<file path="src/rtl/vblank_write_arbiter.sv">
// Vertical-blank write arbiter: opens a write window on rows VB_FIRST..VB_LAST and
// round-robins one write port among N_REQ requesters. Optional macro: FRAME_COUNT_EN.
module vblank_write_arbiter #(
  parameter int N_REQ    = 4,
  parameter int VB_FIRST = 480,
  parameter int VB_LAST  = 519,
  parameter int MAX_HOLD = 64
) (
  input  logic             CLOCK_50,
  input  logic             reset,
  input  logic [9:0]       row,
  input  logic [N_REQ-1:0] req,
  input  logic [N_REQ-1:0] done,
  output logic [N_REQ-1:0] gnt,
  output logic             window,
  output logic             frame_tick,
  output logic [1:0]       err,
`ifdef FRAME_COUNT_EN
  output logic [15:0]      frame_count,
`endif
  output logic [1:0]       state_dbg
);

  // Handshake: req[i] is a level held until the write is finished; gnt[i] is a
  // registered one-hot grant; done[i] is a 1-cycle pulse honoured only while gnt[i]=1.
  // A grant also ends when req[i] drops, the hold limit is reached, or the window closes.

  localparam int IW = (N_REQ > 1) ? $clog2(N_REQ) : 1;
  localparam int HW = $clog2(MAX_HOLD);

  typedef enum logic [1:0] {
    CLOSED = 2'd0,
    ARB    = 2'd1,
    GRANT  = 2'd2
  } state_t;

  state_t        state;
  logic          window_q;
  logic [IW-1:0] rr_ptr;
  logic [IW-1:0] gnt_idx;
  logic [HW-1:0] hold_cnt;
  logic          pick_valid;
  logic [IW-1:0] pick_idx;
  logic [IW:0]   scan_idx;
  logic          hold_max;
  logic          release_now;
  logic [IW-1:0] ptr_after;

  assign state_dbg  = state;
  assign frame_tick = window & ~window_q;

  // Scan offsets from the far end down so the requester closest to rr_ptr wins.
  always_comb begin
    pick_valid = 1'b0;
    pick_idx   = '0;
    scan_idx   = '0;
    for (int k = N_REQ - 1; k >= 0; k--) begin
      scan_idx = {1'b0, rr_ptr} + (IW+1)'(k);
      if (scan_idx >= (IW+1)'(N_REQ)) scan_idx = scan_idx - (IW+1)'(N_REQ);
      if (req[scan_idx[IW-1:0]]) begin
        pick_valid = 1'b1;
        pick_idx   = scan_idx[IW-1:0];
      end
    end
  end

  assign hold_max    = (hold_cnt == HW'(MAX_HOLD - 1));
  assign release_now = done[gnt_idx] | ~req[gnt_idx] | hold_max | ~window;
  assign ptr_after   = (gnt_idx == IW'(N_REQ - 1)) ? '0 : gnt_idx + 1'b1;

  always_ff @(posedge CLOCK_50 or negedge reset) begin
    if (!reset) begin
      window   <= 1'b0;
      window_q <= 1'b0;
    end else begin
      window   <= (row >= 10'(VB_FIRST)) && (row <= 10'(VB_LAST));
      window_q <= window;
    end
  end

  always_ff @(posedge CLOCK_50 or negedge reset) begin
    if (!reset) begin
      state    <= CLOSED;
      gnt      <= '0;
      gnt_idx  <= '0;
      rr_ptr   <= '0;
      hold_cnt <= '0;
    end else begin
      case (state)
        CLOSED: begin
          gnt <= '0;
          if (window) state <= ARB;
        end
        ARB: begin
          if (!window) begin
            state <= CLOSED;
          end else if (pick_valid) begin
            gnt      <= N_REQ'(1) << pick_idx;
            gnt_idx  <= pick_idx;
            hold_cnt <= '0;
            state    <= GRANT;
          end
        end
        GRANT: begin
          if (release_now) begin
            gnt    <= '0;
            rr_ptr <= ptr_after;
            state  <= window ? ARB : CLOSED;
          end else begin
            hold_cnt <= hold_cnt + 1'b1;
          end
        end
        default: begin
          gnt   <= '0;
          state <= CLOSED;
        end
      endcase
    end
  end

  // Sets are written after the frame clear so a coinciding set survives.
  always_ff @(posedge CLOCK_50 or negedge reset) begin
    if (!reset) begin
      err <= 2'b00;
    end else begin
      if (frame_tick) err <= 2'b00;
      if (state == GRANT && hold_max) err[0] <= 1'b1;
      if (window_q && !window && (|req)) err[1] <= 1'b1;
    end
  end

`ifdef FRAME_COUNT_EN
  always_ff @(posedge CLOCK_50 or negedge reset) begin
    if (!reset) frame_count <= 16'd0;
    else if (frame_tick) frame_count <= frame_count + 16'd1;
  end
`endif

endmodule
</file>
<file path="config.mk">
export PLATFORM = sky130hd
export DESIGN_NAME = vblank_write_arbiter
export DESIGN_NICKNAME = d
export VERILOG_FILES = /design/src/rtl/vblank_write_arbiter.sv
export SDC_FILE = /design/constraint.sdc
export NUM_CORES = 1
export LEC_CHECK = 0
export CORE_MARGIN = 2
export CORE_UTILIZATION = 33
export DETAILED_ROUTE_END_ITERATION = 16
export PLACE_DENSITY_LB_ADDON = 0.15
export SYNTH_ARGS = -nofsm -noshare
export SYNTH_HDL_FRONTEND = slang
export SYNTH_SLANG_ARGS = --single-unit
</file>
<file path="constraint.sdc">
create_clock -name CLOCK_50 -period 2.15 [get_ports CLOCK_50]
set_input_delay 0.43 -clock CLOCK_50 [delete_from_list [all_inputs] [get_ports CLOCK_50]]
set_output_delay 0.43 -clock CLOCK_50 [all_outputs]
set_load 0.1 [all_outputs]
</file>
==> results.json, run 1 <==
{
  "status": "completed",
  "min_path_type": "in2async",
  "cp.required_ns": 2.35,
  "slew_violations": 0,
  "netlist_area_mm2": 0.00105,
  "avgSynthCellArea_um2": 10.0,
  "yosysTopAreaCell": "dfrtp_1",
  "crit_path_start": "req[0]",
  "core_area_mm2": 0.00305,
  "num_rows": 20,
  "endpoint_kind": "register",
  "rsz0062_at_grt": "false",
  "antenna_found_initial": 0,
  "grt_pass1_wl_mm": 3.94,
  "synthToLayoutAreaGrowth_pct": 43.8,
  "die_x_um": 60.5,
  "drt-total-wl_mm": 2.30,
  "crit_path_top_delay_cell": "mux4_2",
  "cts.sinks": 20,
  "antenna_cells": 0,
  "syn_nets": 127,
  "layout_setup_ws_ns": 0.287,
  "r2r_start": "gnt_idx[0]",
  "synth-async-reset-ratio_pct": 100,
  "p_per_area_mw_per_mm2": 559,
  "drc": 0,
  "globalRouteOverflowTotal": 0,
  "htreeDepth": 1,
  "regArea_um2": 502,
  "reg2reg_slack_ns": 0.51,
  "fin_crit_sh_pct": 86.7,
  "clock_latency_ns": 0.30,
  "fillers": 316,
  "fin_nets": 171,
  "grt_max_degree": 21,
  "cts_buffers": 3,
  "max_freq_ghz": 0.537,
  "crit_fanout": 4,
  "dp_slack_ns": -0.0517,
  "post-route-util_pct": 49.6,
  "yosysMostFrequentCell": "dfrtp_1",
  "cts_tree": "done",
  "globalRouteTotalUtil_pct": 14.7,
  "cts_hold_buf": 0,
  "critPathLaunchType": "input port",
  "cp_top_family": "multiplexers",
  "via_per_inst": 4.81,
  "drt_pass1_iterations": 4,
  "criticalPathCategory": "in2reg",
  "hpwl_mm": 1.83,
  "power_leakage_nw": 0.733,
  "max-slew-margin-rel_pct": 78.5,
  "crit_chain": "clkdlybuf4s50_1 -> nor2b_1 -> mux4_2 -> nand3b_4 -> nand2_4 -> mux2_4",
  "cts.clk_slew.worst_paths_ns": 0.12,
  "critical-path-max-stage-delay_ns": 0.54,
  "synth_top_area_share_pct": 47.5,
  "ant_nets": 0,
  "synth_edf_count": 0,
  "fp.dieH_um": 60.5,
  "multiInputGateArea_um2": 553,
  "postCtsSetupBuffers": 0,
  "yosys-top-cells-count": "20 x dfrtp_1, 11 x nand2_1, 11 x nand3_1",
  "hold_viol": 0,
  "start_util_pct": 34.5,
  "wl_per_cell_um": 12.0,
  "yosysWarnings": 0,
  "synth-seq-area-share_pct": 47.5,
  "vias": 923,
  "maxCapViolations": 0,
  "clk_path_buf_depth": 2,
  "port_buffers": 26,
  "die_area_mm2": 0.00366,
  "synthTopCellsByArea": "dfrtp_1 48%, nand3_1 5.2%, nor2b_1 4.2%, nand2_1 3.9%, o21ai_0 3.3%",
  "grt_pass1_vias": 905,
  "ys_ff_latch": 20,
  "cts-resized-gates": 0,
  "synthCells": 105,
  "skew_ns": 0.00332,
  "gp_congestion": 0.788,
  "arrival_ns": 2.06,
  "drtIter0Drc": 22,
  "ys.flop_type": "dfrtp_1",
  "synth_cell_types": 32,
  "timing.critical_path.buf_inv": 1,
  "clk_root_buffer_cell": "clkbuf_4",
  "peakVddDrop_mv": 0.265,
  "ioPinCount": 30,
  "tightestPinTransition_ns": 0.323,
  "setup_violations": 0,
  "period_minus_slack_ns": 1.86,
  "drive_above_1_share_pct": 26.4
}
==> flip-flops by register name (all words and copies together) (netlist names) <==
signal,cells
gnt_idx,2
hold_cnt,6
state_dbg,2
window_q,1
window,1
gnt,4
rr_ptr,2
err,2
==> metrics by stage <==
stage | setup TNS, ns | instance area, um^2 | power [mW] | std cells | hold slack (ns)
after detailed placement | -0.184 | 1460 | 0.545 | 188 | 0.475
after global placement | -0.141 | 1460 | 0.543 | 188 | 0.477
after CTS | 0 | 1520 | 0.862 | 192 | 0.437
after global routing | 0 | 1520 | 0.894 | 192 | 0.444
after floorplan | 0 | 1060 | 0.472 | 105 | 0.134
final | 0 | 1520 | 0.847 | 192 | 0.447
==> kinds of logic after synthesis <==
kind of cell | Yosys count | synth area share, %
flops | 20 | 47.5
fa+ha+maj | 2 | 2.37
buf+inv | 2 | 0.713
xor+xnor | 2 | 1.66
compound gates | 23 | 14.4
mux | 3 | 4.99
simple gates | 53 | 28.4
==> metal layers <==
metal,vias to the layer above,GRT usage (%),share of wire [%]
met5,-,0,0
met4,0,3.11,0.35
met3,2,5.33,5.2
met2,22,24.2,49
met1,433,18.8,46
li1,466,-,-
==> path summary, 6_finish.rpt <==
check / end / depth (start not counted)
max: rr_ptr[0] / 6
min: err[0] / 2
max reg2reg: rr_ptr[0] / 4
min reg2reg: hold_cnt[0] / 1
max in group asynchronous: window / 2
min in group CLOCK_50: hold_cnt[0] / 1
==> cell usage in the layout (no fill, tap or decap), drive strengths merged, types with 2 or more instances in the layout <==
cell type / n
buf: 23
dfrtp: 20
clkdlybuf4s50: 16
nand2: 14
nand3: 11
nor2: 8
o21ai: 8
nor2b: 7
a21oi: 5
and3: 3
clkbuf: 3
nand2b: 2
inv: 2
o2bb2ai: 2
a22o: 2
mux2: 2
a21o: 2
xor2: 2
ha: 2
nand3b: 2
==> area by class of cell <==
cell class	instances	area share, %
inverter	2	0.495
sequential	20	33.1
tap	44	3.63
multi-input combinational	83	36.5
clock buffer	3	1.49
timing repair buffer	39	22.8
clock inverter	1	1.98
==> worst register-to-register path, delay by kind of cell (launching register included) <==
family / cells / cell delay, ns
multiplexers: 2 / 0.90
flip-flops: 1 / 0.44
AND/OR/NAND/NOR: 2 / 0.20
==> power breakdown <==
group | total, mW | switching, mW | internal [mW]
Sequential | 0.395 | 0.00968 | 0.385
Clock | 0.310 | 0.122 | 0.188
Combinational | 0.142 | 0.0806 | 0.0611
Total | 0.847 | 0.212 | 0.635
Power figures use the tool's default switching activity.
==> run 2, diff against run 1 <==
--- a/config.mk
+++ b/config.mk
@@ -5,7 +5,8 @@
 export SDC_FILE = /design/constraint.sdc
 export NUM_CORES = 1
 export LEC_CHECK = 0
-export CORE_MARGIN = 2
+export CORE_ASPECT_RATIO = 0.9
+export CORE_MARGIN = 1.5
 export CORE_UTILIZATION = 33
 export DETAILED_ROUTE_END_ITERATION = 16
 export PLACE_DENSITY_LB_ADDON = 0.15
==> run 2 against run 1 <==
First-iteration DRC count up 23%. Critical path type unchanged. Worst setup slack worse by 0.015 ns. Hold slack lost 0.0013 ns. Combinational power about the same. Via count rose by 0.76%. Clock-buffer cell count grew 1. Sequential cell count did not move. Sequential share of layout area is 0.64 points higher. Maximum frequency shrank 0.82%. Clock power fell by 38%. Sequential power is essentially flat. Register-to-register slack barely moved.
==> results.json, run 2 (synthesis results as in run 1) <==
{
  "cts-resized-gates": 0,
  "drc": 0,
  "globalRouteTotalUtil_pct": 14.8,
  "min_path_type": "in2async",
  "ff2ff_path_depth": 5,
  "die_area_mm2": 0.00354,
  "ioPinCount": 30,
  "cts.sinks": 20,
  "start_util_pct": 34.6,
  "critical-path-max-stage-delay_ns": 0.53,
  "slew_violations": 0,
  "largestRegisters": "hold_cnt (6), gnt (4)",
  "drive_above_1_share_pct": 25.7,
  "fp.dieH_um": 56.6,
  "cp.required_ns": 2.35,
  "wl_per_cell_um": 12.5,
  "tightestPinTransition_ns": 0.293,
  "critical_path_depth": 7,
  "timing.critical_path.buf_inv": 2,
  "synthToLayoutAreaGrowth_pct": 41.1,
  "whs_ns": 0.446,
  "gp_congestion": 0.746,
  "final_common_cell": "buf_4",
  "cts_hold_buf": 0,
  "cp_top_family": "buffers and inverters",
  "skew_ns": 0.00159,
  "num_rows": 19,
  "vias": 930,
  "htreeDepth": 1,
  "port_buffers": 26,
  "clk_path_buf_depth": 2,
  "postCtsSetupBuffers": 0,
  "drtIter0Drc": 27,
  "tns_ns": 0,
  "setup_violations": 0,
  "hpwl_mm": 1.92,
  "hold_viol": 0,
  "grt_pass1_wl_mm": 4.07,
  "clk_root_buffer_cell": "clkbuf_4",
  "endpoint_kind": "register",
  "maxCapViolations": 0,
  "arrival_ns": 2.08,
  "clock_latency_ns": 0.30,
  "peakVddDrop_mv": 0.266,
  "crit_fanout": 4,
  "die_x_um": 62.6,
  "dp_slack_ns": -0.0748,
  "critPathLaunchType": "input port",
  "drt-total-wl_mm": 2.38,
  "cts_tree": "done",
  "largest_reg_flops": 6,
  "dp.cells": 186,
  "drt_pass1_iterations": 4,
  "rsz0062_at_grt": "false",
  "grt_pass1_vias": 908,
  "fin_crit_sh_pct": 87.4,
  "max_freq_ghz": 0.532,
  "period_minus_slack_ns": 1.88,
  "regMostFlops": "hold_cnt",
  "ant_nets": 0,
  "layout_setup_ws_ns": 0.271,
  "max-slew-margin-rel_pct": 80.5,
  "antenna_found_initial": 0,
  "globalRouteOverflowTotal": 0,
  "cts.clk_slew.worst_paths_ns": 0.11,
  "crit_path_top_delay_cell": "mux4_2",
  "fin_cells": 190,
  "via_per_inst": 4.89,
  "most-common-layout-cells": "22 x buf_4, 19 x dfrtp_1, 16 x clkdlybuf4s50_1, 11 x nand3_1, 11 x nand2_1",
  "antenna_cells": 0,
  "crit_chain": "clkdlybuf4s50_1 -> nor2b_1 -> mux4_2 -> buf_4 -> a21o_1 -> nand3_1 -> nand2_1",
  "grt_max_degree": 21,
  "fin_nets": 171,
  "power_leakage_nw": 0.720,
  "status": "completed",
  "cts_buffers": 3,
  "p_per_area_mw_per_mm2": 490,
  "criticalPathCategory": "in2reg",
  "core_area_mm2": 0.00304
}
==> run 2: changes by cell type in the layout (fill, tap and decap cells not counted) <==
cell and change:
clkbuf_1 +1, bufinv_16 -1
==> run 2: final timing paths <==
kind	startpoint	slack [ns]	to
setup / recovery	req[0]	0.27	hold_cnt[1]
hold / removal	reset	0.45	hold_cnt[4]
setup reg to reg	gnt_idx[0]	0.52	hold_cnt[1]
hold reg to reg	gnt[2]	0.51	gnt[2]
max in group asynchronous	reset	1.48	window
min in group CLOCK_50	gnt[2]	0.51	gnt[2]
==> run 2: area by class of cell <==
type / instances / area [um^2]
Timing Repair Buffer: 39 / 345
Clock buffer: 4 / 26.3
Multi-Input combinational cell: 83 / 553
Fill cell: 305 / 1560
Sequential cell: 20 / 502
Inverter: 2 / 7.51
Tap cell: 42 / 52.6
==> run 2: where the power goes <==
part	switching, mW	internal [mW]	leakage (nW)	total, mW
sequential	0.0101	0.385	0.269	0.395
combinational	0.0807	0.0611	0.436	0.142
clock	0.119	0.0723	0.0150	0.191
total	0.209	0.519	0.720	0.728
==> run 2: stage by stage <==
step / cell area (um^2) / power (mW) / util, %
3_5_place_dp: 1460 / 0.546 / 48.0
4_1_cts: 1490 / 0.741 / 48.8
5_1_grt: 1490 / 0.767 / 48.8
3_3_place_gp: 1460 / 0.543 / 48.0
6_report: 1490 / 0.728 / 48.8
2_1_floorplan: 1060 / 0.472 / -
==> run 2: metal layers <==
layer,GRT usage [%],up-vias,wire length (um)
li1,-,467,-
met4,2.86,0,15
met3,4.41,2,105
met1,19.2,439,1090
met2,24.6,22,1170
met5,0,-,0
==> run 3, diff against run 2 <==
--- a/config.mk
+++ b/config.mk
@@ -5,11 +5,12 @@
 export SDC_FILE = /design/constraint.sdc
 export NUM_CORES = 1
 export LEC_CHECK = 0
+export ABC_AREA = 1
 export CORE_ASPECT_RATIO = 0.9
 export CORE_MARGIN = 1.5
 export CORE_UTILIZATION = 33
 export DETAILED_ROUTE_END_ITERATION = 16
-export PLACE_DENSITY_LB_ADDON = 0.15
+export PLACE_DENSITY = 0.57
 export SYNTH_ARGS = -nofsm -noshare
 export SYNTH_HDL_FRONTEND = slang
 export SYNTH_SLANG_ARGS = --single-unit
==> run 3 against run 2 <==
Maximum frequency increased by 12%. Worst setup slack improved by 0.21 ns. Die area is 18% higher. Synthesized cell count rose by 61%. Clock-buffer cell count is the same. Sequential cell count stayed put. Sequential share of layout area shrank 2.8 points. Utilization decreased by 4.8 points. Design area increased by 9.1%. Non-clock buffer count decreased by 11. Power grew 26%. Critical path depth is 6 higher.
==> results.json, run 3 <==
{
  "netlist_area_mm2": 0.00125,
  "yosysWarnings": 0,
  "globalRouteOverflowTotal": 0,
  "antenna_found_initial": 0,
  "htreeDepth": 1,
  "max_freq_ghz": 0.598,
  "crit_path_top_delay_cell": "clkdlybuf4s50_1",
  "top_layer": "met4",
  "drt-total-wl_mm": 2.60,
  "drc": 0,
  "finalPower_mw": 0.920,
  "min_path_type": "reg2reg",
  "synth-seq-area-share_pct": 40.1,
  "cts_tree": "done",
  "crit_chain": "clkdlybuf4s50_1 -> inv_1 -> nand2_1 -> nand3_2 -> nand2_1 -> inv_2 -> nand2_2 -> nand2_1 -> nand2_1 -> nand2_2 -> nor2_2 -> nand2_1 -> nand2_1",
  "hold_viol": 0,
  "vias": 1185,
  "antenna_cells": 0,
  "status": "completed",
  "ioPinCount": 30,
  "synth_edf_count": 0,
  "r2r-end": "hold_cnt[3]",
  "switching_power_mw": 0.282,
  "yosysMostFrequentCell": "nand2_1",
  "largest_reg_flops": 6,
  "criticalPathCategory": "in2reg",
  "cts.clk_slew.worst_paths_ns": 0.07,
  "finalInstanceArea_mm2": 0.00162,
  "ys_ff_latch": 20,
  "hpwl_mm": 2.09,
  "tns_ns": 0,
  "cts_buffers": 3,
  "start_util_pct": 33.9,
  "ys.flop_type": "dfrtp_1",
  "yosysTopAreaCell": "dfrtp_1",
  "skew_ns": 0.00174,
  "postCtsSetupBuffers": 0,
  "ant_nets": 0,
  "grt_pass1_wl_mm": 4.55,
  "grt_max_degree": 21,
  "crit_path_start": "req[1]",
  "via_per_inst": 4.82,
  "rsz0062_at_grt": "false",
  "power_leakage_nw": 0.832,
  "synth_top_area_share_pct": 40.1,
  "p_per_area_mw_per_mm2": 568,
  "period_minus_slack_ns": 1.67,
  "fp.dieH_um": 61.4,
  "endpoint_kind": "register",
  "synthToLayoutAreaGrowth_pct": 29.9,
  "clock_latency_ns": 0.25,
  "gp_congestion": 0.767,
  "ff2ff_path_depth": 10,
  "pwr-share-comb_pct": 24.6,
  "port_buffers": 26,
  "wl_per_cell_um": 10.6,
  "synth_cell_types": 23,
  "synthCells": 169,
  "num_rows": 21,
  "regMostFlops": "hold_cnt",
  "final_common_cell": "nand2_1",
  "critical_path_depth": 13,
  "seqPwrFrac_pct": 44.9,
  "cts-resized-gates": 0,
  "route.met2.wl_mm": 1.23,
  "grt_pass1_vias": 1109,
  "clk_path_buf_depth": 2,
  "met1_length_mm": 1.24,
  "synthTopCellsByArea": "dfrtp_1 40%, nand2_1 17%, nand3_1 6.8%, inv_1 5.1%, nand2_2 5.0%",
  "cts.sinks": 20,
  "place_area_mm2": 0.00157,
  "avgSynthCellArea_um2": 7.39,
  "slew_violations": 0,
  "critPathLaunchType": "input port",
  "cp-endpoint": "gnt[1]",
  "maxCapViolations": 0,
  "cp_top_family": "simple AND/OR/NAND/NOR gates",
  "synth-async-reset-ratio_pct": 100,
  "die_x_um": 67.8,
  "intPower_mw": 0.639,
  "drt_pass1_iterations": 4,
  "pwr-share-clk_pct": 30.5,
  "clk_root_buffer_cell": "clkbuf_8",
  "fin_crit_sh_pct": 77.7,
  "crit_top_cell": "nand2_1",
  "crit_fanout": 4,
  "arrival_ns": 1.87,
  "setup_violations": 0,
  "max-slew-margin-rel_pct": 74.8,
  "die_area_mm2": 0.00416,
  "most-common-layout-cells": "56 x nand2_1, 19 x dfrtp_1, 17 x inv_1, 17 x nand3_1, 16 x clkdlybuf4s50_1",
  "peakVddDrop_mv": 0.311,
  "dp.cells": 242,
  "largestRegisters": "hold_cnt (6), gnt (4)",
  "critical-path-max-stage-delay_ns": 0.54,
  "fin_nets": 223,
  "wl_met3_um": 114,
  "cp.required_ns": 2.35,
  "yosys-top-cells-count": "56 x nand2_1, 20 x dfrtp_1, 17 x inv_1, 17 x nand3_1, 10 x nand2_2",
  "core_area_mm2": 0.00368,
  "drtIter0Drc": 36,
  "swShare_pct": 30.6,
  "tightestPinTransition_ns": 0.378,
  "timing.critical_path.buf_inv": 3,
  "globalRouteTotalUtil_pct": 14.4,
  "cts_hold_buf": 0,
  "fin_cells": 246,
  "reg2reg_slack_ns": 0.54,
  "syn_nets": 191,
  "drive_above_1_share_pct": 20.5,
  "r2r_start": "hold_cnt[0]"
}
## run 3: cell families after synthesis
group	synth area share, %
adder cells (fa/ha/maj)	2.00
AO/OA/AOI/OAI	6.51
XOR/XNOR	0.702
buffers and inverters	7.82
flip-flops	40.1
AND/OR/NAND/NOR	42.9
## run 3: power groups by stage
stage / logic (mW) / registers (mW) / clock network [mW]
after floorplan: 0.118 / 0.457 / 0
after global placement: 0.224 / 0.420 / 0
after detailed placement: 0.228 / 0.421 / 0
after CTS: 0.229 / 0.414 / 0.290
after global routing: 0.253 / 0.416 / 0.308
final: 0.226 / 0.414 / 0.280
## run 3: layout make-up
cell class | instances | area (um^2)
fill | 375 | 2060
multi-input combinational | 127 | 658
sequential | 20 | 502
timing repair buffer | 28 | 263
inverter | 21 | 86.3
tap | 46 | 57.6
clock buffer | 4 | 55.1
## run 3: layer usage
metal	up-vias	global-route usage [%]
met5	-	0
met4	0	4.29
met3	4	2.19
met2	26	26.1
met1	552	18.0
li1	603	-
## run 3: worst min-delay path by stage
stage / from / endpoint / slack, ns / cells after the start
floorplan: reset / err[0] / 0.13 / 0
global placement: window / window_q / 0.44 / 0
detailed placement: window / window_q / 0.45 / 0
CTS: window / window_q / 0.47 / 0
global route: window / window_q / 0.48 / 0
finish: window / window_q / 0.46 / 0
## run 3: per-stage QoR
step | hold WS [ns] | utilization, % | setup WS (ns)
detailed placement | 0.448 | 42.6 | 0.225
global placement | 0.440 | 42.6 | 0.248
global route | 0.476 | 44.1 | 0.289
CTS | 0.466 | 44.1 | 0.493
finish | 0.462 | 44.1 | 0.479
floorplan | 0.134 | - | 0.266
